**src/rtl/fp_cmp_arb.sv**
```systemverilog
// Round-robin arbiter sharing one start/done floating-point compare unit among
// N_REQ requesters, with registered operand/result paths and a done watchdog.
module fp_cmp_arb #(
    parameter int N_REQ   = 4,
    parameter int DATA_W  = 32,
    parameter int TIMEOUT = 15
) (
    input  logic                      clk,
    input  logic                      rst,
    input  logic [N_REQ-1:0]          req_valid,
    input  logic [2*N_REQ-1:0]        req_fn,
    input  logic [N_REQ*DATA_W-1:0]   req_op_a,
    input  logic [N_REQ*DATA_W-1:0]   req_op_b,
    output logic [N_REQ-1:0]          req_ready,
    output logic [N_REQ-1:0]          rsp_valid,
    output logic                      rsp_res,
    output logic                      rsp_err,
    output logic                      cmp_start,
    output logic [1:0]                cmp_fn,
    output logic [DATA_W-1:0]         cmp_op_a,
    output logic [DATA_W-1:0]         cmp_op_b,
    input  logic                      cmp_done,
    input  logic                      cmp_res,
    output logic                      busy
);

    localparam int unsigned NR = N_REQ;
    localparam int GW = $clog2(N_REQ);
    localparam int CW = 8;

    typedef enum logic {S_IDLE, S_BUSY} state_t;

    state_t              r_state, w_nxt_state;
    logic [GW-1:0]       r_last, w_nxt_last;
    logic [GW-1:0]       r_owner, w_nxt_owner;
    logic [CW-1:0]       r_cnt, w_nxt_cnt;
    logic [N_REQ-1:0]    r_ready, w_nxt_ready;
    logic [N_REQ-1:0]    r_rsp_valid, w_nxt_rsp_valid;
    logic                r_rsp_res, w_nxt_rsp_res;
    logic                r_rsp_err, w_nxt_rsp_err;
    logic                r_start, w_nxt_start;
    logic [1:0]          r_fn, w_nxt_fn;
    logic [DATA_W-1:0]   r_op_a, w_nxt_op_a;
    logic [DATA_W-1:0]   r_op_b, w_nxt_op_b;
    logic                r_busy, w_nxt_busy;

    logic [1:0]          w_fn_arr [N_REQ];
    logic [DATA_W-1:0]   w_a_arr  [N_REQ];
    logic [DATA_W-1:0]   w_b_arr  [N_REQ];
    logic                w_found;
    logic [GW-1:0]       w_win;
    int unsigned         w_idx;

    always_comb begin
        for (int unsigned i = 0; i < NR; i++) begin
            w_fn_arr[i] = req_fn[2*i +: 2];
            w_a_arr[i]  = req_op_a[i*DATA_W +: DATA_W];
            w_b_arr[i]  = req_op_b[i*DATA_W +: DATA_W];
        end
    end

    // Scan upward from last_grant+1 with wrap; the first valid requester wins.
    always_comb begin
        w_found = 1'b0;
        w_win   = '0;
        w_idx   = 0;
        for (int unsigned i = 0; i < NR; i++) begin
            w_idx = 32'(r_last) + 32'd1 + i;
            if (w_idx >= NR) w_idx = w_idx - NR;
            if (!w_found && req_valid[w_idx[GW-1:0]]) begin
                w_found = 1'b1;
                w_win   = w_idx[GW-1:0];
            end
        end
    end

    always_comb begin
        w_nxt_state     = r_state;
        w_nxt_last      = r_last;
        w_nxt_owner     = r_owner;
        w_nxt_cnt       = r_cnt;
        w_nxt_ready     = '0;
        w_nxt_rsp_valid = '0;
        w_nxt_rsp_res   = 1'b0;
        w_nxt_rsp_err   = 1'b0;
        w_nxt_start     = 1'b0;
        w_nxt_fn        = r_fn;
        w_nxt_op_a      = r_op_a;
        w_nxt_op_b      = r_op_b;
        case (r_state)
            S_IDLE: begin
                if (w_found) begin
                    w_nxt_state        = S_BUSY;
                    w_nxt_last         = w_win;
                    w_nxt_owner        = w_win;
                    w_nxt_cnt          = '0;
                    w_nxt_ready[w_win] = 1'b1;
                    w_nxt_start        = 1'b1;
                    w_nxt_fn           = w_fn_arr[w_win];
                    w_nxt_op_a         = w_a_arr[w_win];
                    w_nxt_op_b         = w_b_arr[w_win];
                end
            end
            S_BUSY: begin
                // A done coinciding with the timeout takes priority over the error.
                if (cmp_done) begin
                    w_nxt_state              = S_IDLE;
                    w_nxt_rsp_valid[r_owner] = 1'b1;
                    w_nxt_rsp_res            = cmp_res;
                end else if (r_cnt == CW'(TIMEOUT)) begin
                    w_nxt_state              = S_IDLE;
                    w_nxt_rsp_valid[r_owner] = 1'b1;
                    w_nxt_rsp_err            = 1'b1;
                end else begin
                    w_nxt_cnt = r_cnt + CW'(1);
                end
            end
            default: w_nxt_state = S_IDLE;
        endcase
        w_nxt_busy = (w_nxt_state == S_BUSY);
    end

    always_ff @(posedge clk or posedge rst) begin
        if (rst) begin
            r_state     <= S_IDLE;
            r_last      <= GW'(N_REQ - 1);
            r_owner     <= '0;
            r_cnt       <= '0;
            r_ready     <= '0;
            r_rsp_valid <= '0;
            r_rsp_res   <= 1'b0;
            r_rsp_err   <= 1'b0;
            r_start     <= 1'b0;
            r_fn        <= '0;
            r_op_a      <= '0;
            r_op_b      <= '0;
            r_busy      <= 1'b0;
        end else begin
            r_state     <= w_nxt_state;
            r_last      <= w_nxt_last;
            r_owner     <= w_nxt_owner;
            r_cnt       <= w_nxt_cnt;
            r_ready     <= w_nxt_ready;
            r_rsp_valid <= w_nxt_rsp_valid;
            r_rsp_res   <= w_nxt_rsp_res;
            r_rsp_err   <= w_nxt_rsp_err;
            r_start     <= w_nxt_start;
            r_fn        <= w_nxt_fn;
            r_op_a      <= w_nxt_op_a;
            r_op_b      <= w_nxt_op_b;
            r_busy      <= w_nxt_busy;
        end
    end

    assign req_ready = r_ready;
    assign rsp_valid = r_rsp_valid;
    assign rsp_res   = r_rsp_res;
    assign rsp_err   = r_rsp_err;
    assign cmp_start = r_start;
    assign cmp_fn    = r_fn;
    assign cmp_op_a  = r_op_a;
    assign cmp_op_b  = r_op_b;
    assign busy      = r_busy;

endmodule

```
**config.mk**
```make
export PLATFORM = sky130hd
export DESIGN_NAME = fp_cmp_arb
export DESIGN_NICKNAME = d
export VERILOG_FILES = /design/src/rtl/fp_cmp_arb.sv
export SDC_FILE = /design/constraint.sdc
export NUM_CORES = 1
export LEC_CHECK = 0
export CORE_ASPECT_RATIO = 0.8
export CORE_MARGIN = 10
export CORE_UTILIZATION = 30
export CTS_CLUSTER_SIZE = 14
export DETAILED_ROUTE_END_ITERATION = 12
export GPL_ROUTABILITY_DRIVEN = 1
export PLACE_DENSITY = 0.69
export SYNTH_ARGS = -nofsm -noshare
export SYNTH_HDL_FRONTEND = slang
export SYNTH_SLANG_ARGS = --single-unit
```
**constraint.sdc**
```tcl
create_clock -name clk -period 8.1 [get_ports clk]
set_input_delay 0.81 -clock clk [delete_from_list [all_inputs] [get_ports clk]]
set_output_delay 0.81 -clock clk [all_outputs]
set_load 0.05 [all_outputs]
```
# Word level (Yosys, flattened, before mapping)
# Cells that the tools add are included.
[op_classes] n_mul=0 n_eq_ne=4 add_sub_neg=9 n_lt_le_gt_ge=13 shift=0 bitwise=2 div_mod_pow=0 n_mux=52 n_reduce_logical=10
[op_table] operator="$bmux W32 S2" n=2
[op_table] operator="$mux W32" n=4
[op_table] operator="$mux W8" n=3
[op_table] operator="$mux W2" n=10
[op_table] operator="$mux W4" n=5
[op_table] operator="$mux W1" n=19
[op_table] operator="$lt A2 B3 Y1 const B" n=6
[op_table] operator="$pmux W8 S2" n=1
[op_table] operator="$ge A4 B3 Y1 const B" n=3
[op_table] operator="$add A3 B2 Y4 const B" n=2
[op_table] operator="$add A8 B1 Y8 const B" n=1
[op_table] operator="$bmux W1 S2" n=4
[op_table] operator="$eq A8 B4 Y1 const B" n=1
[op_table] operator="$sub A2 B1 Y2 const B" n=4
[op_table] operator="$ge A3 B3 Y1 const B" n=2
[op_table] operator="$ne A2 B2 Y1 const B" n=3
[op_table] operator="$logic_and A1 B1 Y1" n=5
[op_table] operator="$add A3 B1 Y4 const B" n=1
[op_table] operator="$bmux W2 S2" n=1
[op_table] operator="$demux W1 S2" n=2
[op_table] operator="$ge A2 B1 Y1 const B" n=2
[op_table] operator="$add A2 B1 Y3 const B" n=1
[op_table] operator="$logic_not A1 Y1" n=3
[op_table] operator="$not A2 Y3" n=1
[op_table] operator="4 further kinds" n=4
[totals] reg_bits=90 latch_bits=0 ram_bits=0 mem_count=0 romBits=0 out_inout_bits=78 in_bits=272

# Longest topological paths before layout
# Gate-level depths: netlist of the first run.
[depth] word_depth=21 depth_mapped=8 mapped_depth_nobuf=6

# Worst setup path before layout of the first run
# Ideal clock, no wire load.
[synth_timing] path_kind="input-to-reg" from="in req_valid[3]" to="reg r_op_a[12] (netlist: cmp_op_a[12])" t_required_ps=7972 stages=7 arrival_ps=1781 n_path_buf=2 slack_ps=6191 path_cell_list="nand2b_2 > a31oi_1 > o21ai_2 > buf_6 > buf_4 > a221oi_2 > o22ai_1"
[synth_via] elab_chain_cells=16
[synth_lines] item="start, declared" line_no="10" rtl="input logic [N_REQ-1:0] req_valid,"
[synth_lines] item="$bmux W1 S2" line_no="70" rtl="if (!w_found && req_valid[w_idx[GW-1:0]]) begin"
[synth_lines] item="$mux W1 (not written as such)" line_no="70"
[synth_lines] item="$mux W1" line_no="70"
[synth_lines] item="$logic_not A1 Y1" line_no="70"
[synth_lines] item="$logic_and A1 B1 Y1" line_no="70"
[synth_lines] item="$mux W1" line_no="70"
[synth_lines] item="$logic_not A1 Y1" line_no="70"
[synth_lines] item="$logic_and A1 B1 Y1" line_no="70"
[synth_lines] item="$mux W1" line_no="70"
[synth_lines] item="$logic_not A1 Y1" line_no="70"
[synth_lines] item="$logic_and A1 B1 Y1" line_no="70"
[synth_lines] item="$mux W2" line_no="70"
[synth_lines] item="$not A2 Y3 (not written as such)" line_no="100" rtl="w_nxt_op_a = w_a_arr[w_win];"
[synth_lines] item="$bmux W32 S2" line_no="100"
[synth_lines] item="$mux W32 (not written as such) (2 in a row)" line_no="100"
[synth_lines] item="end signal, assigned" line_no="149" rtl="r_op_a <= w_nxt_op_a;"
[synth_lines] item="end, declared" line_no="43" rtl="logic [DATA_W-1:0] r_op_a, w_nxt_op_a;"
# Several ways; a longest one is shown, not always the timed one. The select of a mux whose other input is x is not followed.
# A chain may end at the register's enable or synchronous reset.

# Worst setup path in the final report of the first run
[layout_timing] from="in req_valid[1]" to="reg r_op_a[14] (netlist: cmp_op_a[14])"
# The elaborated chain is that of the path after synthesis.

==> results of run 1 <==
power groups by stage:
| stage | logic, mW | registers, mW | clock network (mW) |
|---|---|---|---|
| after global routing | 2.39 | 0.834 | 0.448 |
| after CTS | 2.25 | 0.802 | 0.426 |
| after floorplan | 0.931 | 1.39 | 0 |
| final | 2.23 | 0.803 | 0.414 |
| after global placement | 2.22 | 0.800 | 0 |
| after detailed placement | 2.24 | 0.806 | 0 |
worst max-delay path, stage by stage:
cell and delay, ns:
clkdlybuf4s50_1 0.65, nor2_1 0.12, a21o_4 0.37, inv_4 0.51, buf_4 0.67, o21ai_0 0.18, o22ai_1 0.14
flip-flops by register name, summed over array words and instances (netlist names):
| signal | flops |
|---|---|
| cmp_start | 1 |
| cmp_fn | 2 |
| r_cnt | 8 |
| cmp_op_b | 32 |
| cmp_op_a | 32 |
| r_owner | 2 |
| rsp_valid | 4 |
| busy | 1 |
| rsp_err | 1 |
| r_last | 2 |
| req_ready | 4 |
| rsp_res | 1 |
per-layer routing:
layer,global-route usage [%],vias to the layer above,part of all wire (%)
li1,-,2808,-
met1,22.7,2753,40
met2,32.0,287,47
met3,8.76,17,11
met4,4.57,0,1.1
met5,0,-,0
stage by stage:
| stage | instance area (um2) | cells | power (mW) |
|---|---|---|---|
| 5_1_grt | 9310 | 1118 | 3.67 |
| 3_3_place_gp | 9020 | 1102 | 3.02 |
| 2_1_floorplan | 5470 | 565 | 2.32 |
| 4_1_cts | 9310 | 1118 | 3.47 |
| 3_5_place_dp | 9020 | 1102 | 3.05 |
| 6_report | 9310 | 1118 | 3.44 |
synth_stat cells, drive strengths merged (3+ instances only):
| cell | n | share of area (%) |
|---|---|---|
| dfrtp | 88 | 40 |
| nor2 | 83 | 5.7 |
| o21ai | 74 | 6.8 |
| o22ai | 67 | 7.7 |
| a221oi | 66 | 13 |
| mux2i | 66 | 12 |
| buf | 38 | 5.2 |
| clkbuf | 14 | 0.96 |
| nand2 | 14 | 0.96 |
| a21oi | 10 | 1.1 |
| inv | 5 | 0.34 |
| nand2b | 5 | 0.62 |
| nor3 | 5 | 0.64 |
| and3 | 4 | 0.46 |
| a21o | 3 | 0.41 |
| nand3 | 3 | 0.27 |
| xor2 | 3 | 0.48 |
final cells by class:
type,count,share of cell area [%]
repair buffers,359,38.3
flip-flops and latches,90,24.2
clock inverters,3,0.457
well taps,230,3.09
clock buffers,13,2.58
multi-input cells,418,31.1
inverters,5,0.255
kinds of logic after synthesis:
group,Yosys count
buf+inv,57
simple gates,124
compound gates,222
mux,66
flops,90
fa+ha+maj,1
xor+xnor,5
path summary, 6_finish.rpt:
check,start,endpoint,slack (ns),cells past startpoint
max in group asynchronous,rst,busy$_DFF_PP0_,6.07,3
setup reg to reg,busy$_DFF_PP0_,cmp_op_a[14]$_DFFE_PP0P_,5.66,5
setup / recovery,req_valid[1],cmp_op_a[14]$_DFFE_PP0P_,4.82,7
hold / removal,r_owner[1]$_DFFE_PP0P_,rsp_valid[1]$_DFF_PP0_,0.50,1
min in group asynchronous,rst,rsp_res$_DFF_PP0_,0.80,2
hold reg to reg,r_owner[1]$_DFFE_PP0P_,rsp_valid[1]$_DFF_PP0_,0.50,1
==> metrics.md, run 1 <==
| Metric | Value |
|---|---|
| Status | complete, no violations |
| Final WL | 24200 um |
| CTS tree | yes |
| Final worst setup slack | just under 5 ns |
| WS Path Type | in -> reg |
| ANT cells | 0 |
| Area Overhead vs Synth | 70.3% |
| Post-synth EDFFs | 0 |
| Vias in the first global route | 6075 |
| # IOs | 350 |
| Worst Hold Class | reg -> reg |
| Clk sinks | 90 |
| First-pass GRT wire length | 36300 um |
| Clock skew | 0.00749 ns |
| # fillers | 1700 |
| Max clock buf depth | 2 |
| Setup crit end kind | flop |
| WP data arrival | 3.54 ns |
| Simple-gate share of the synthesized area | roughly 10% |
| Core ar. | 18000 um2 |
| Share of cells above drive strength 1 | under 10% |
| Final ANT Viol Nets | 0 |
| Largest net degree at the start of global routing | 78 |
| F_max | 305 MHz |
| Crit path max fanout | between 70 and 80 |
| GRT overflow | 0 |
| Post-CTS setup buffer count | 0 |
| Clk_lat worst skew | approximately 0.34 ns |
| Reg clk slew, reported paths | 0.07 ns |
| Worst Path Required | 8.36 ns |
| Most frequent cells in the layout | 349 x clkdlybuf4s50_1, 88 x dfrtp_1, 82 x nor2_1 |
| Placer Congestion | 0.809 |
| Flip-flop and latch area | 2250 um2 |
| I/O Buffers | 349 |
| Post-synthesis register bit count | 90 |
| Syn_area_per_cell | approximately 9.7 um2 |
| Clock power frac | about an eighth |
| DIE WIDTH | around 170 um |
| Final period util | roughly two fifths |
| Mux contribution to synthesized area | roughly 12% |
| Power share of the combinational group | 64.7% |
| RSZ-0062 raised after global routing | no |
| Net switching power figure | 1.74 mW |
| Synth warnings | 0 |
| Post-Synthesis Cells | between 500 and 600 |
| Fin Setup TNS | 0 ns |
| Post-CTS sizing | 0 |
| Cts-stage hold buffer count | 0 |
| Worst-Margin Slew | around 1.1 ns |
| Compound-Gate Fraction of Synth Area | 29.1% |
| VDD IR max | 0.000169 V |
| Net Count, Synth | 838 |
| Sequential power share | a little under a quarter |
| Hold Slack | 0.497 ns |
| Layout Utilization | 51.7% |
| Synth unique cells | 41 |
| Largest family of logic cells by synthesized area | compound AO/OA/AOI/OAI gates |
| Max-cap violations | 0 |
| Vias | ~6000 |
| Detailed Place HPWL | 18600 um |
| Most common cell after layout, fill and taps aside | clkdlybuf4s50_1 |
| Drt via density | 5.25 |
| # rows | 44 |
| H-tree depth | 3 |
| Post-Synth XOR/XNOR Area | 0.801% |
| Min Tclk post-route | 3.28 ns |
| Hold Fails Final Rpt | 0 |
| Die area | 24000 um2 |
| Max-slew headroom | between 20% and 30% |
| TritonCTS Buffers | 9 |
| Gr usage total | 19.4% |
| CTS Root Cell | clkbuf_16 |
| Initial core utilization | 30.4% |
| Lkg Pwr | around 3.7 nW |
| Fraction of registers with async set/reset | 100% |
| Synthesized area | roughly 5500 um2 |
| Seq/Total Area, Yosys | 41.3% |
| # DRC | 0 |
| Switching part of the total | 50.5% |
| Crit start category | primary input |
| Multi-input gate area | approximately 2900 um2 |
| Drt wl/cell | approximately 22 um |
| Initial antenna violation count | 0 |
| Pwr per Cell Area | 370 nW/um2 |
| Synth Flop Type | dfrtp_1 |
| Starting DRT DRC Count | between 400 and 500 |
| Cell Int Power | 1.70 mW |
| # setup viols final | 0 |
| Pre-Repair DR Iteration Count | 5 |
| Nets@finish | 1156 |
| Area share of fa/ha/maj cells after synthesis | 0.229% |
| Post-place setup slack | ~4.5 ns |
| Final Max Tran Viols | 0 |
| Die Ht | between 100 and 150 um |
Power figures use the tool's default switching activity.
==> inputs of run 2 (changes only) <==
- PLACE_DENSITY: 0.69 -> 0.72
- clock period: 8.1 -> 2.7 ns (I/O delays scaled with it)
==> run 2 against run 1 <==
Effect of this change:
- power grew to 3.0 times the previous value
- critical path type is now reg -> reg
- design area grew 1.2%
- die area is the same
- core utilization grew 0.60 points
- sequential cell count is the same
==> metrics.md, run 2 (synthesis gave the netlist of run 1 again) <==
| Metric | Value |
|---|---|
| Crit start category | flop |
| Hold Slack | 0.349 ns (-0.148 ns) |
| Post-CTS sizing | 0 (unchanged) |
| Nets@finish | 1162 (+0.52%) |
| Die Ht | 141 um (unchanged) |
| Post-route non-filler standard cell count | 1124 (+0.54%) |
| FF-to-FF End | cmp_op_b[30]$_DFFE_PP0P_ |
| Most frequent cells in the layout | 349 x clkdlybuf4s50_1, 88 x dfrtp_1, 82 x nor2_1 |
| Max-cap violations | 0 (unchanged) |
| Post-place setup slack | 0.0336 ns (-4.47 ns) |
| H-tree depth | 3 (unchanged) |
| RSZ-0062 raised after global routing | no |
| Core ar. | 18000 um2 (unchanged) |
| ANT cells | 0 (unchanged) |
| Final worst setup slack | 0.364 ns (-4.45 ns) |
| Placer Congestion | 0.821 (+1.4%) |
| Crit path launch | r_last[0]$_DFFE_PP1P_ |
| Total Power | 10.4 mW (+200%) |
| # rows | 44 (unchanged) |
| Die area | 24000 um2 (unchanged) |
| Layout Utilization | 52.3% (+0.60 points) |
| Cell area after layout | 9420 um2 (+1.2%) |
| Initial antenna violation count | 1 (+1) |
| Cts-stage hold buffer count | 0 (unchanged) |
| CTS tree | yes |
| Final ANT Viol Nets | 0 (unchanged) |
| Detailed Place HPWL | 19000 um (+1.8%) |
| Vias in the first global route | 5965 (-1.8%) |
| Most common cell after layout, fill and taps aside | clkdlybuf4s50_1 |
| F_max | 428 MHz |
| Status | complete, no violations |
| Worst Hold Class | in -> async |
| # IOs | 350 (unchanged) |
| Worst Path Required | 2.95 ns (-5.41 ns) |
| Inst Count DP | 1108 (+0.54%) |
| Drt via density | 5.28 (+0.69%) |
| Worst R2R Setup Slack | 0.36 ns (-5.30 ns) |
| Setup crit end kind | flop |
| Clock skew | 0.00690 ns (-0.000596 ns) |
| Max-slew headroom | 23.2% (-1.5 points) |
| Largest net degree at the start of global routing | 51 (-35%) |
| VDD IR max | 0.000453 V (+170%) |
| # setup viols final | 0 (unchanged) |
| WP data arrival | 2.59 ns (-0.95 ns) |
| Gr usage total | 19.0% (-0.39 points) |
| Post-CTS setup buffer count | 0 (unchanged) |
| I/O Buffers | 349 (unchanged) |
| Area Overhead vs Synth | 72.3% |
| Final period util | 86.5% |
| Clk_lat worst skew | 0.34 ns (about the same) |
| Final WL | 24400 um (+0.71%) |
| Min Tclk post-route | 2.34 ns |
| Drt wl/cell | 21.7 um (+0.17%) |
| Pwr per Cell Area | 1110 nW/um2 (+200%) |
| Vias | 5937 (+1.2%) |
| WS Path Type | reg -> reg |
| Reg clk slew, reported paths | 0.07 ns (about the same) |
| Share of cells above drive strength 1 | 7.05% (+0.74 points) |
| # DRC | 0 (unchanged) |
| Max clock buf depth | 2 (unchanged) |
| Cell area after placement | 9160 um2 (+1.5%) |
| Reg2reg start | r_last[0]$_DFFE_PP1P_ |
| Initial core utilization | 30.4% (unchanged) |
| CTS Root Cell | clkbuf_16 |
| DIE WIDTH | 171 um (unchanged) |
| Reg2reg path depth | 6 (+1) |
| Lkg Pwr | 3.71 nW (+1.4%) |
| Fin Setup TNS | 0 ns (unchanged) |
| Final Max Tran Viols | 0 (unchanged) |
| Hold Fails Final Rpt | 0 (unchanged) |
| Worst-Margin Slew | 1.15 ns (+0.0251 ns) |
| TritonCTS Buffers | 9 (unchanged) |
| # fillers | 1644 (-3.3%) |
| GRT overflow | 0 (unchanged) |
| Starting DRT DRC Count | 377 (-7.8%) |
| Clk sinks | 90 (unchanged) |
| First-pass GRT wire length | 35600 um (-1.7%) |
| Pre-Repair DR Iteration Count | 5 (unchanged) |
| Crit path max fanout | 34 (-56%) |
run 2: cell count changes in the layout (fill, tap and decap cells not counted), sizes merged:
cell,before,now
buf,10,16
bufinv,1,0
clkbuf,13,12
clkinv,1,3
run 2: final cells by class:
class                      instances  area [um2]  area share, %
clock buffer                      12         236           2.51
inverter                           5        23.8          0.252
multi-input combinational        418        2890           30.7
sequential                        90        2250           23.9
tap                              230         288           3.06
timing repair buffer             365        3700           39.3
clock inverter                     4        22.5          0.239
run 2: where the power goes:
part | switching (mW) | total [mW] | leakage, nW | internal (mW)
clock network | 0.533 | 1.15 | 0.126 | 0.621
logic | 4.28 | 6.85 | 2.55 | 2.58
registers | 0.465 | 2.41 | 1.04 | 1.95
run 2: worst max-delay path, stage by stage (launching register included):
cell and delay [ns]:
dfstp_2 0.60, nand2b_2 0.22, a21oi_2 0.10, nor2_4 0.72, buf_12 0.28, a221oi_2 0.09
o22ai_1 0.21
run 2: worst max path at each step:
| stage | end | slack [ns] | cells after the start |
|---|---|---|---|
| detailed placement | cmp_op_b[9]$_DFFE_PP0P_ | 0.03 | 6 |
| CTS | cmp_op_b[30]$_DFFE_PP0P_ | 0.35 | 6 |
| global placement | cmp_op_b[11]$_DFFE_PP0P_ | 0.14 | 6 |
| floorplan | busy$_DFF_PP0_ | 0.1 | 1 |
| global route | cmp_op_a[11]$_DFFE_PP0P_ | 0.15 | 5 |
| finish | cmp_op_b[30]$_DFFE_PP0P_ | 0.36 | 6 |
run 2: per-layer routing:
| layer | track usage, % | wire length (um) |
|---|---|---|
| met1 | 21.6 | 9720 |
| met2 | 32.4 | 11700 |
| met3 | 8.04 | 2570 |
| met4 | 4.66 | 359 |
| met5 | 0 | 13 |
